**config.mk**
```make
export PLATFORM = sky130hd
export DESIGN_NAME = vending_n
export DESIGN_NICKNAME = d
export VERILOG_FILES = /design/src/rtl/vending_pkg.sv /design/src/rtl/vend_table.sv /design/src/rtl/vending_n.sv
export SDC_FILE = /design/constraint.sdc
export NUM_CORES = 1
export LEC_CHECK = 0
export CORE_MARGIN = 2
export CORE_UTILIZATION = 62
export DETAILED_ROUTE_END_ITERATION = 7
export PLACE_DENSITY_LB_ADDON = 0.12
export SLEW_MARGIN = 20
export SYNTH_ARGS = -nofsm -noshare
export SYNTH_HDL_FRONTEND = slang
export SYNTH_SLANG_ARGS = --single-unit
```
**constraint.sdc**
```tcl
create_clock -name clk -period 11.6 [get_ports clk]
set_input_delay 3.48 -clock clk [delete_from_list [all_inputs] [get_ports clk]]
set_output_delay 3.48 -clock clk [all_outputs]
set_load 0.005 [all_outputs]
```
**src/rtl/vending_pkg.sv**
```systemverilog
// Shared types and default sizing for the vending controller.
package vending_pkg;

    localparam int DEF_NUM_PROD = 3;
    localparam int DEF_DATA_W   = 8;
    localparam int DEF_STOCK_W  = 4;

    typedef enum logic [1:0] {
        LD_PRICE = 2'd0,
        LD_STOCK = 2'd1,
        SELL     = 2'd2
    } state_t;

endpackage

```
**src/rtl/vend_table.sv**
```systemverilog
// Per-product price/stock registers with a shared load index and a guarded stock decrement.
module vend_table
    import vending_pkg::*;
#(
    parameter int NUM_PROD = DEF_NUM_PROD,
    parameter int DATA_W   = DEF_DATA_W,
    parameter int STOCK_W  = DEF_STOCK_W,
    localparam int SEL_W   = $clog2(NUM_PROD + 1)
) (
    input  logic                                clk,
    input  logic                                rst,
    input  logic [DATA_W-1:0]                   data,
    input  logic                                load_price,
    input  logic                                load_stock,
    input  logic                                dec,
    input  logic [SEL_W-1:0]                    dec_sel,
    output logic [NUM_PROD-1:0][DATA_W-1:0]     price,
    output logic [NUM_PROD-1:0][STOCK_W-1:0]    stock,
    output logic [NUM_PROD-1:0]                 empty,
    output logic                                last
);

    logic [SEL_W-1:0] idx;

    assign last = (idx == SEL_W'(NUM_PROD - 1));

    always_ff @(posedge clk) begin
        if (rst) begin
            idx   <= '0;
            price <= '0;
            stock <= '0;
            empty <= '1;
        end else begin
            // One index serves both load phases; it wraps after the last product.
            if (load_price || load_stock)
                idx <= last ? '0 : idx + 1'b1;
            for (int k = 0; k < NUM_PROD; k++) begin
                if (load_price && idx == SEL_W'(k))
                    price[k] <= data;
                if (load_stock && idx == SEL_W'(k)) begin
                    stock[k] <= data[STOCK_W-1:0];
                    empty[k] <= (data[STOCK_W-1:0] == '0);
                end
                if (dec && dec_sel == SEL_W'(k + 1) && stock[k] != '0) begin
                    stock[k] <= stock[k] - 1'b1;
                    empty[k] <= (stock[k] == STOCK_W'(1));
                end
            end
        end
    end

endmodule

```
**src/rtl/vending_n.sv**
```systemverilog
// Multi-product vending controller: load prices and stock, then accumulate credit and sell.
//
//   state    | meaning
//   LD_PRICE | latching one price per cycle from DI
//   LD_STOCK | latching one stock count per cycle from DI
//   SELL     | accepting money, selections and refunds
module vending_n
    import vending_pkg::*;
#(
    parameter int NUM_PROD = DEF_NUM_PROD,
    parameter int DATA_W   = DEF_DATA_W,
    parameter int STOCK_W  = DEF_STOCK_W,
    localparam int SEL_W   = $clog2(NUM_PROD + 1)
) (
    input  logic                clk,
    input  logic                rst,
    input  logic [DATA_W-1:0]   DI,
    input  logic [DATA_W-1:0]   MI,
    input  logic [SEL_W-1:0]    sel,
    input  logic                cancel,
    output logic [DATA_W-1:0]   MO,
    output logic [SEL_W-1:0]    PO,
    output logic                rdy,
    output logic [NUM_PROD-1:0] empty
);

    state_t                             state;
    logic [DATA_W-1:0]                  credit;
    logic [DATA_W:0]                    sum;
    logic [DATA_W:0]                    change;
    logic [NUM_PROD-1:0][DATA_W-1:0]    price;
    logic [NUM_PROD-1:0][STOCK_W-1:0]   stock;
    logic                               tbl_last;
    logic                               sel_valid;
    logic [DATA_W-1:0]                  sel_price;
    logic [STOCK_W-1:0]                 sel_stock;
    logic                               load_price;
    logic                               load_stock;
    logic                               dispense;

    assign sum    = {1'b0, credit} + {1'b0, MI};
    assign change = sum - {1'b0, sel_price};

    always_comb begin
        sel_valid = 1'b0;
        sel_price = '0;
        sel_stock = '0;
        for (int k = 0; k < NUM_PROD; k++) begin
            if (sel == SEL_W'(k + 1)) begin
                sel_valid = 1'b1;
                sel_price = price[k];
                sel_stock = stock[k];
            end
        end
    end

    assign load_price = (state == LD_PRICE);
    assign load_stock = (state == LD_STOCK);
    assign dispense   = (state == SELL) && !cancel && sel_valid &&
                        (sel_stock != '0) && (sum >= {1'b0, sel_price});

    vend_table #(
        .NUM_PROD (NUM_PROD),
        .DATA_W   (DATA_W),
        .STOCK_W  (STOCK_W)
    ) u_table (
        .clk        (clk),
        .rst        (rst),
        .data       (DI),
        .load_price (load_price),
        .load_stock (load_stock),
        .dec        (dispense),
        .dec_sel    (sel),
        .price      (price),
        .stock      (stock),
        .empty      (empty),
        .last       (tbl_last)
    );

    always_ff @(posedge clk) begin
        if (rst) begin
            state  <= LD_PRICE;
            credit <= '0;
            MO     <= '0;
            PO     <= '0;
            rdy    <= 1'b0;
        end else begin
            MO <= '0;
            PO <= '0;
            case (state)
                LD_PRICE: if (tbl_last) state <= LD_STOCK;
                LD_STOCK: if (tbl_last) begin
                    state <= SELL;
                    rdy   <= 1'b1;
                end
                SELL: begin
                    if (cancel) begin
                        MO     <= sum[DATA_W-1:0];
                        credit <= '0;
                    end else if (sel_valid) begin
                        if (sel_stock == '0) begin
                            MO     <= sum[DATA_W-1:0];
                            credit <= '0;
                        end else if (dispense) begin
                            PO     <= sel;
                            MO     <= change[DATA_W-1:0];
                            credit <= '0;
                        end else begin
                            credit <= sum[DATA_W-1:0];
                        end
                    end else if (sum[DATA_W]) begin
                        // Coin would overflow the credit register: hand it straight back.
                        MO <= MI;
                    end else begin
                        credit <= sum[DATA_W-1:0];
                    end
                end
                default: state <= LD_PRICE;
            endcase
        end
    end

endmodule

```
==> impl_metrics.json, run 1 <==
{
  "status": "complete, no violations",
  "power_density_nw_per_um2": 122,
  "mean_number_of_vias_per_cell": 6.28,
  "final_layout_size_suffix_gt1_share_pct": 10.1,
  "power_frac_seq_pct": 45.0,
  "worst_skew_pair.late_latency_ns": 0.35,
  "cts_root_buf": "sky130_fd_sc_hd__clkbuf_8",
  "setup_viol": 0,
  "clk_pin_slew_worst_paths_ns": 0.08,
  "cts-hold-fix-buffers": 0,
  "utilization_pct": 74.9,
  "grt_first_pass_wirelength_mm": 14.1,
  "floorplan.core_area_um2": 5540,
  "yosysSeqAreaShare_pct": 34.6,
  "nets": 478,
  "cts_buffers": 9,
  "synth-compound-area-share_pct": 22.0,
  "critical-path-max-stage-delay_ns": 0.89,
  "critical_path.cell_chain": "clkdlybuf4s50_1 -> nor2b_1 -> a22oi_1 -> ha_1 -> nand2_1 -> o21ai_0 -> a31oi_1 -> or4_1 -> a221oi_4 -> mux2_4 -> a21oi_2",
  "grt_start_max_net_pins": 49,
  "crit_family": "simple AND/OR/NAND/NOR gates",
  "critical_path.startpoint_type": "primary input",
  "finalWirelength_mm": 8.53,
  "timing.critical_path.buf_inv": 1,
  "ys_dominant_reg_cell": "sky130_fd_sc_hd__dfxtp_1",
  "io_buffers": 34,
  "sw_frac_of_total_pct": 29.3,
  "cts_repair_resize_count": 0,
  "clock_power_share_pct": 38.1,
  "worst_slack_setup_final_ns": 4.30,
  "detail_route.iter0.violations": 288,
  "grt-ovfl-total": 0,
  "reg2reg_from": "credit[1]",
  "min_path_type": "reg -> reg",
  "critical_path_maximum_fanout": 15,
  "layout.cells.most_common_list": "sky130_fd_sc_hd__dfxtp_1 (62), sky130_fd_sc_hd__nand2_1 (48), sky130_fd_sc_hd__nor2_1 (35), sky130_fd_sc_hd__clkdlybuf4s50_1 (34), sky130_fd_sc_hd__a21oi_1 (32)",
  "postSynthRegisterBits": 62,
  "mapped_nets": 451,
  "yosysUniqueCellTypes": 60,
  "critical_path.startpoint": "sel[1]",
  "pwr-share-comb_pct": 16.9,
  "netlist_instances": 404,
  "placement_rows": 27,
  "synthXorXnorAreaFrac_pct": 4.81,
  "timing_hold_violations_final": 0,
  "worst-endpoint-arrival_ns": 7.58,
  "power_leakage_nw": 1.62,
  "die_w_um": 80.1,
  "area_growth_pct": 15.6,
  "rsz0062_at_grt": "false",
  "cts.path.max_buffers": 2,
  "synth_warnings": 0,
  "async_reset_ff_share_pct": 0,
  "grt_pass1_vias": 2886,
  "cts.htree.levels": 3,
  "worst_clock_skew_ns": 0.0124,
  "pre_cts_slack_ns": 4.07,
  "post-route-period-util_pct": 62.9,
  "drc_errors": 0,
  "worst-slew-pin-transition_ns": 0.975,
  "clock_tree_from_tritoncts": "yes",
  "synth-adder-area-share_pct": 9.47,
  "die_y_um": 80.1,
  "dp.final_hpwl_mm": 6.04,
  "hp-start": "u_table.price[16]",
  "worstSetupPathType": "in -> reg",
  "timing.final.max_slew_violations": 0,
  "crit_path_capture_type": "flop",
  "cp_data_required_time_ns": 11.88,
  "synth_edf_count": 0,
  "synth_top_family_by_area": "compound AO/OA/AOI/OAI gates",
  "p_sw_mw": 0.149,
  "drt_pass1_iterations": 5,
  "io_pins": 35,
  "initial_utilization_pct": 64.8,
  "max-vdd-ir-drop_uv": 110,
  "remaining_antenna_violation_count_after_routing": 0,
  "cts.repair_timing.setup_buffer_count": 0,
  "overall_fraction_of_global_route_tracks_in_use_pct": 28.5,
  "fp.dieArea_um2": 6420,
  "wl_per_cell_um": 16.8,
  "worst_path_max_delay_cell": "sky130_fd_sc_hd__clkdlybuf4s50_1",
  "fin_crit_ns": 7.30,
  "internal_power_mw": 0.358,
  "finalSetupTns_ns": 0,
  "fmax_mhz": 137,
  "antenna_found_initial": 0,
  "via_count": 3189,
  "muxShareOfSynthArea_pct": 6.58,
  "antennaDiodeCount": 0,
  "syn-mean-instance-area_um2": 8.89,
  "mappedNetlistArea_um2": 3590,
  "timing.max_slew.rel_slack_pct": 34.5,
  "maxCapViolCount": 0,
  "clock_sink_count": 62,
  "post_synth_and_or_nand_nor_area_fraction_pct": 18.6,
  "gp_congestion": 0.976,
  "final_common_cell": "sky130_fd_sc_hd__dfxtp_1"
}
[synthesized netlist by cell type, types with 6 or more instances]
| cell | instances | share of area (%) |
|---|---|---|
| sky130_fd_sc_hd__ha_1 | 24 | 8.4 |
| sky130_fd_sc_hd__nand2_1 | 48 | 5.0 |
| sky130_fd_sc_hd__inv_1 | 16 | 1.7 |
| sky130_fd_sc_hd__nor3_1 | 11 | 1.5 |
| sky130_fd_sc_hd__nand2b_1 | 7 | 1.2 |
| sky130_fd_sc_hd__mux2_2 | 9 | 2.8 |
| sky130_fd_sc_hd__a22o_1 | 10 | 2.4 |
| sky130_fd_sc_hd__a211oi_1 | 8 | 1.7 |
| sky130_fd_sc_hd__a21o_1 | 6 | 1.3 |
| sky130_fd_sc_hd__clkbuf_1 | 15 | 1.6 |
| sky130_fd_sc_hd__xnor2_1 | 7 | 1.7 |
| sky130_fd_sc_hd__nor2_1 | 35 | 3.7 |
| sky130_fd_sc_hd__nand3_1 | 8 | 1.1 |
| sky130_fd_sc_hd__a21oi_1 | 32 | 4.5 |
| sky130_fd_sc_hd__xor2_1 | 7 | 1.7 |
| sky130_fd_sc_hd__dfxtp_1 | 62 | 35 |
| sky130_fd_sc_hd__mux2i_1 | 12 | 3.3 |
[sequential cells by signal (all words and copies together), names as in the netlist]
| signal | count |
|---|---|
| PO | 2 |
| u_table.idx | 2 |
| MO | 8 |
| state | 2 |
| credit | 8 |
| rdy | 1 |
| u_table.stock | 12 |
| u_table.price | 24 |
| u_table.empty | 3 |
[logic make-up (layout without fill, tap and decap cells)]
logic type,count (synthesis),count (layout)
AND/OR/NAND/NOR,137,137
AO/OA/AOI/OAI,105,105
flip-flops,62,62
buffers and inverters,36,68
adder cells (fa/ha/maj),26,26
multiplexers,22,22
XOR/XNOR,16,16
[worst reg2reg max path: stages (launching register included)]
cell	delay [ns]
sky130_fd_sc_hd__dfxtp_1	0.39
sky130_fd_sc_hd__ha_1	0.27
sky130_fd_sc_hd__a211oi_1	0.30
sky130_fd_sc_hd__o31a_1	0.30
sky130_fd_sc_hd__o21bai_1	0.09
sky130_fd_sc_hd__a21oi_1	0.17
sky130_fd_sc_hd__xnor2_1	0.14
sky130_fd_sc_hd__ha_1	0.41
sky130_fd_sc_hd__nand3_1	0.09
sky130_fd_sc_hd__or4_1	0.68
sky130_fd_sc_hd__a221oi_4	0.53
sky130_fd_sc_hd__mux2_4	0.35
sky130_fd_sc_hd__a21oi_2	0.12
[routing by layer]
metal | vias up | track usage (%) | part of all wire, %
li1 | 1526 | - | -
met4 | 0 | 7.63 | 1.3
met5 | - | 0 | 0
met1 | 1511 | 40.0 | 46
met3 | 10 | 6.74 | 7.3
met2 | 142 | 43.8 | 46
[final timing paths]
check / to / slack (ns) / cells past startpoint
hold reg to reg: u_table.price[16] / 0.46 / 2
setup reg to reg: u_table.stock[0] / 7.70 / 12
setup / recovery: u_table.stock[0] / 4.30 / 11
hold / removal: u_table.price[16] / 0.46 / 2
[metrics by stage]
step                power [mW]  hold WS [ns]  cells  cell area, um2
floorplan                0.290         0.433    404            3590
global placement         0.314         0.437    492            3950
detailed placement       0.316         0.447    492            3950
CTS                      0.505         0.457    508            4150
global route             0.526         0.476    508            4150
finish                   0.507         0.456    508            4150
[area by class of cell]
type,count,area [um2]
tap,72,90.1
timing repair buffer,36,355
multi-input combinational,306,2210
sequential,62,1240
clock buffer,9,124
clock inverter,7,73.8
fill,433,1390
inverter,16,60.1
[power by group through the flow]
stage	registers [mW]	clock network, mW	logic [mW]
2_1_floorplan	0.230	0	0.0598
3_3_place_gp	0.232	0	0.0818
3_5_place_dp	0.233	0	0.0834
4_1_cts	0.228	0.193	0.0845
5_1_grt	0.229	0.203	0.0943
6_report	0.228	0.193	0.0857
Note: power is estimated with default switching activity, not from simulation.
==> run 2, diff against run 1 <==
Settings changed: CORE_UTILIZATION 62 to 52.
Clock period 11.6 ns to 6.35 ns, I/O delays scaled along.
==> run 2 against run 1 <==
  * Clock-buffer cell count up 1
  * Critical path depth up 2
  * Cell count up 2.0%
  * Utilization down 13 points
  * Global-route usage down 4.4 points
  * Clock power up 110%
  * First-iteration DRC count down 38%
  * Critical endpoint unchanged
  * Largest power group unchanged
==> impl_metrics.json, run 2 (synthesized netlist as in run 1, its figures left out) <==
{
  "finalSetupTns_ns": 0,
  "cts.htree.levels": 3,
  "cts-hold-fix-buffers": 0,
  "fmax_mhz": 180,
  "critical_path.startpoint_type": "primary input",
  "crit_path_capture_type": "flop",
  "detail_route.iter0.violations": 179,
  "critical_path_maximum_fanout": 10,
  "setup_viol": 0,
  "fp.dieArea_um2": 7590,
  "grt_pass1_vias": 2825,
  "drc_errors": 0,
  "timing.max_slew.rel_slack_pct": 40.9,
  "cts.repair_timing.setup_buffer_count": 0,
  "critical_path.cell_chain": "clkdlybuf4s50_1 -> ha_1 -> a211oi_1 -> o31a_1 -> o21bai_1 -> a21oi_1 -> xnor2_1 -> ha_1 -> nand3_1 -> or4_1 -> a221oi_4 -> mux2_4 -> a21oi_2",
  "io_buffers": 34,
  "antennaDiodeCount": 0,
  "grt_start_max_net_pins": 49,
  "largest_reg_flops": 24,
  "post-route-period-util_pct": 87.5,
  "gp_congestion": 0.929,
  "status": "complete, no violations",
  "grt-ovfl-total": 0,
  "die_w_um": 87.1,
  "maxCapViolCount": 0,
  "cts_buffers": 9,
  "worst_slack_setup_final_ns": 0.797,
  "layout.cells.most_common_list": "sky130_fd_sc_hd__dfxtp_1 (62), sky130_fd_sc_hd__nand2_1 (48), sky130_fd_sc_hd__nor2_1 (35), sky130_fd_sc_hd__clkdlybuf4s50_1 (34), sky130_fd_sc_hd__a21oi_1 (32)",
  "wl_per_cell_um": 16.4,
  "critical-path-max-stage-delay_ns": 0.70,
  "finalWirelength_mm": 8.47,
  "timing.critical_path.buf_inv": 1,
  "power_density_nw_per_um2": 231,
  "cts_root_buf": "sky130_fd_sc_hd__clkbuf_8",
  "crit_family": "compound AO/OA/AOI/OAI gates",
  "io_pins": 35,
  "worstSetupPathType": "in -> reg",
  "cp_data_required_time_ns": 6.65,
  "biggestRegsByFlops": "u_table.price: 24 flops, u_table.stock: 12 flops",
  "clk_pin_slew_worst_paths_ns": 0.07,
  "utilization_pct": 62.2,
  "max-vdd-ir-drop_uv": 133,
  "floorplan.core_area_um2": 6760,
  "clock_tree_from_tritoncts": "yes",
  "regToRegSetupSlack_ns": 2.55,
  "remaining_antenna_violation_count_after_routing": 0,
  "dp.final_hpwl_mm": 5.98,
  "timing_hold_violations_final": 0,
  "timing.final.max_slew_violations": 0,
  "worst_path_max_delay_cell": "sky130_fd_sc_hd__or4_1",
  "worst_clock_skew_ns": 0.0104,
  "cts_repair_resize_count": 0,
  "fillers": 590,
  "die_y_um": 87.1,
  "seqCellArea_um2": 1240,
  "clock_sink_count": 62,
  "overall_fraction_of_global_route_tracks_in_use_pct": 24.1,
  "cts.path.max_buffers": 2,
  "registers.top_by_ff_count": "u_table.price",
  "fin_crit_ns": 5.55,
  "min_path_type": "reg -> reg",
  "mean_number_of_vias_per_cell": 6.00,
  "nets": 480,
  "worst-endpoint-arrival_ns": 5.85,
  "initial_utilization_pct": 53.2,
  "final_layout_size_suffix_gt1_share_pct": 10.5,
  "antenna_found_initial": 0,
  "drt_pass1_iterations": 5,
  "worst-slew-pin-transition_ns": 0.880,
  "power_leakage_nw": 1.64,
  "area_growth_pct": 17.0,
  "via_count": 3110,
  "multi_input_comb_area_um2": 2210,
  "pre_cts_slack_ns": 0.472,
  "worst_skew_pair.late_latency_ns": 0.36,
  "crit_path_frequent_cell": "sky130_fd_sc_hd__ha_1",
  "placement_rows": 30,
  "final_common_cell": "sky130_fd_sc_hd__dfxtp_1",
  "grt_first_pass_wirelength_mm": 14.2,
  "rsz0062_at_grt": "false"
}
## run 2: changes by cell type in the layout (fill, tap and decap cells not counted), sizes merged
cell,before,now
buf,2,4
bufinv,1,2
clkbuf,9,10
clkinv,4,2
clkinvlp,1,2
inv,17,16
## run 2: stage by stage
step | instance area [um2] | hold WS, ns | total power [mW] | instances
global placement | 3980 | 0.438 | 0.575 | 502
finish | 4200 | 0.454 | 0.971 | 518
floorplan | 3590 | 0.433 | 0.529 | 404
detailed placement | 3980 | 0.446 | 0.577 | 502
CTS | 4200 | 0.456 | 0.972 | 518
global route | 4200 | 0.479 | 1.01 | 518
## run 2: final timing paths
check	start	end	cells past startpoint
setup / recovery	MI[1]	u_table.stock[0]	13
hold / removal	u_table.price[20]	u_table.price[20]	2
setup reg to reg	credit[0]	u_table.stock[0]	12
hold reg to reg	u_table.price[20]	u_table.price[20]	2
## run 2: final cells by class
type,count,area share (%)
clock inverters,6,2.03
repair buffers,38,8.81
clock buffers,10,3.28
inverters,16,1.43
multi-input cells,306,52.5
well taps,80,2.38
flip-flops and latches,62,29.5
## run 2: report_power, final
| part | switching, mW | internal, mW | leakage (nW) |
|---|---|---|---|
| Sequential | 0.0120 | 0.405 | 0.503 |
| Combinational | 0.0857 | 0.0686 | 1.03 |
| Clock | 0.170 | 0.230 | 0.108 |
| Total | 0.268 | 0.703 | 1.64 |
## run 2: worst reg2reg max path: stages (launching register included)
cell                       delay (ns)
sky130_fd_sc_hd__dfxtp_1         0.32
sky130_fd_sc_hd__ha_1            0.22
sky130_fd_sc_hd__fa_1            0.43
sky130_fd_sc_hd__a21o_1          0.18
sky130_fd_sc_hd__a21oi_1         0.26
sky130_fd_sc_hd__xnor2_1         0.20
sky130_fd_sc_hd__ha_1            0.35
sky130_fd_sc_hd__a21o_1          0.14
sky130_fd_sc_hd__a31oi_1         0.05
sky130_fd_sc_hd__or4_1           0.59
sky130_fd_sc_hd__a221oi_4        0.53
sky130_fd_sc_hd__mux2_4          0.35
sky130_fd_sc_hd__a21oi_2         0.12
## run 2: routing by layer
metal	wire length, um	share of wire (%)	GRT usage (%)	vias to the layer above
met1	4230	50	34.2	1470
li1	-	-	-	1532
met3	370	4.4	4.74	17
met4	188	2.2	10.8	0
met5	0	0	0	-
met2	3680	43	35.3	91
==> run 3, diff against run 2 <==
Settings changed: PLACE_DENSITY_LB_ADDON 0.12 to 0.25.
==> run 3 against run 2 <==
  * Via count rose by 0.35%
  * Sequential power about the same
  * Total power is 4.9% lower
  * Worst setup slack worse by 0.013 ns
  * Global-route usage is 0.85 points lower
  * Die area is the same
  * Design area decreased by 0.36%
  * Combinational power about the same
  * Critical path depth did not move
  * Largest cell class unchanged
  * Largest power group unchanged
==> impl_metrics.json, run 3 (synthesized netlist as in run 1, its figures left out) <==
{
  "io_pins": 35,
  "regToRegSetupSlack_ns": 2.52,
  "layout.cells.most_common_list": "sky130_fd_sc_hd__dfxtp_1 (62), sky130_fd_sc_hd__nand2_1 (48), sky130_fd_sc_hd__nor2_1 (35), sky130_fd_sc_hd__clkdlybuf4s50_1 (34), sky130_fd_sc_hd__a21oi_1 (32)",
  "fp.dieArea_um2": 7590,
  "placement_rows": 30,
  "area_growth_pct": 16.5,
  "cts.path.max_buffers": 2,
  "met1_capacity_usage_during_global_routing_pct": 32.8,
  "mean_number_of_vias_per_cell": 6.01,
  "worst-slew-pin-transition_ns": 0.866,
  "initial_utilization_pct": 53.2,
  "grt_util_met3_pct": 3.41,
  "cts.repair_timing.setup_buffer_count": 0,
  "reg2regPathDepth": 12,
  "cp_data_required_time_ns": 6.58,
  "dp.final_hpwl_mm": 6.03,
  "worst_skew_pair.late_latency_ns": 0.35,
  "hp-start": "u_table.price[18]",
  "cts_buffers": 9,
  "max-vdd-ir-drop_uv": 149,
  "fmax_mhz": 180,
  "reg2reg_from": "credit[1]",
  "status": "complete, no violations",
  "timing_hold_violations_final": 0,
  "worst_r2r_endpoint": "credit[2]",
  "post-route-period-util_pct": 87.7,
  "biggestRegsByFlops": "u_table.price: 24 flops, u_table.stock: 12 flops",
  "timing.max_slew.rel_slack_pct": 41.8,
  "final_design_area_no_fill_um2": 4190,
  "worstSetupPathType": "in -> reg",
  "cts_repair_resize_count": 0,
  "floorplan.core_area_um2": 6760,
  "cts-hold-fix-buffers": 0,
  "fillers": 581,
  "final_common_cell": "sky130_fd_sc_hd__dfxtp_1",
  "setup_viol": 0,
  "cts.htree.levels": 3,
  "min_delay_path_depth": 2,
  "worst_slack_setup_final_ns": 0.784,
  "pnr_total_power_mw": 0.923,
  "finalSetupTns_ns": 0,
  "rsz0062_at_grt": "false",
  "grt_start_max_net_pins": 49,
  "maxCapViolCount": 0,
  "registers.top_by_ff_count": "u_table.price",
  "clk_pin_slew_worst_paths_ns": 0.06,
  "finalWirelength_mm": 8.41,
  "crit_path_capture_type": "flop",
  "critical_path.startpoint_type": "primary input",
  "worstSetupEndpoint": "credit[2]",
  "antennaDiodeCount": 0,
  "placed_instance_area_um2": 3990,
  "largest_reg_flops": 24,
  "cts_root_buf": "sky130_fd_sc_hd__clkbuf_8",
  "pre_cts_slack_ns": 0.458,
  "drt_pass1_iterations": 5,
  "die_w_um": 87.1,
  "die_y_um": 87.1,
  "final.hold.worst_slack_ns": 0.452,
  "critical_path_maximum_fanout": 11,
  "detail_route.iter0.violations": 230,
  "worst_clock_skew_ns": 0.00904,
  "gp_congestion": 0.904,
  "remaining_antenna_violation_count_after_routing": 0,
  "grt_first_pass_wirelength_mm": 13.8,
  "clock_tree_from_tritoncts": "yes",
  "via_count": 3121,
  "drc_errors": 0,
  "critical_path.startpoint": "MI[1]",
  "timing.final.max_slew_violations": 0,
  "io_buffers": 34,
  "min_path_type": "reg -> reg",
  "antenna_found_initial": 0,
  "power_leakage_nw": 1.64,
  "power_density_nw_per_um2": 220,
  "nets": 481,
  "overall_fraction_of_global_route_tracks_in_use_pct": 23.2,
  "groute.layer.met2.usage_pct": 35.2,
  "final_layout_size_suffix_gt1_share_pct": 10.5,
  "worst-endpoint-arrival_ns": 5.80,
  "clock_sink_count": 62,
  "fin_crit_ns": 5.57,
  "wl_per_cell_um": 16.2,
  "grt_most_used_layer": "met2",
  "grt-ovfl-total": 0,
  "grt_pass1_vias": 2900
}
run 3: cell types whose count changed in the layout (fill, tap and decap cells not counted):
cell	delta
sky130_fd_sc_hd__clkinvlp_4	-2
sky130_fd_sc_hd__buf_4	+1
sky130_fd_sc_hd__bufinv_16	-1
sky130_fd_sc_hd__clkbuf_1	+1
sky130_fd_sc_hd__clkbuf_8	+1
sky130_fd_sc_hd__clkinv_2	+1
run 3: metal layers:
metal | up-vias | wire [um]
met1 | 1469 | 3980
met5 | - | 0
met2 | 100 | 3800
met3 | 20 | 420
li1 | 1532 | -
met4 | 0 | 218
run 3: cell type report:
cell class / instances / area [um2] / area share [%]
sequential: 62 / 1240 / 29.6
inverter: 16 / 60.1 / 1.43
timing repair buffer: 39 / 378 / 9.03
clock inverter: 4 / 45.0 / 1.08
tap: 80 / 100 / 2.39
clock buffer: 12 / 155 / 3.71
multi-input combinational: 306 / 2210 / 52.7
run 3: how the worst min path moves through the flow:
stage,end
2_1_floorplan,u_table.price[16]
3_3_place_gp,u_table.price[21]
3_5_place_dp,u_table.price[18]
4_1_cts,u_table.price[18]
5_1_grt,u_table.price[18]
6_report,u_table.price[18]
run 3: worst max-delay path, cell delays in order:
cell and delay, ns:
sky130_fd_sc_hd__clkdlybuf4s50_1 0.48, sky130_fd_sc_hd__ha_1 0.33, sky130_fd_sc_hd__a211oi_1 0.27, sky130_fd_sc_hd__o31a_1 0.31
sky130_fd_sc_hd__o21bai_1 0.09, sky130_fd_sc_hd__a21oi_1 0.19, sky130_fd_sc_hd__xnor2_1 0.13, sky130_fd_sc_hd__ha_1 0.37
sky130_fd_sc_hd__nand3_1 0.08, sky130_fd_sc_hd__or4_1 0.67, sky130_fd_sc_hd__a21boi_2 0.54, sky130_fd_sc_hd__nor4_4 0.15
sky130_fd_sc_hd__a22o_1 0.26
run 3: stage by stage:
stage / util, % / instances
after global routing: 62.0 / 519
after detailed placement: 59.0 / 503
after CTS: 62.0 / 519
after floorplan: - / 404
final: 62.0 / 519
after global placement: 59.0 / 503
run 3: power breakdown:
| part | total (mW) | leakage, nW | internal [mW] | switching, mW |
|---|---|---|---|---|
| sequential | 0.416 | 0.503 | 0.405 | 0.0117 |
| combinational | 0.155 | 1.03 | 0.0688 | 0.0859 |
| clock | 0.352 | 0.106 | 0.201 | 0.151 |
| total | 0.923 | 1.64 | 0.674 | 0.249 |
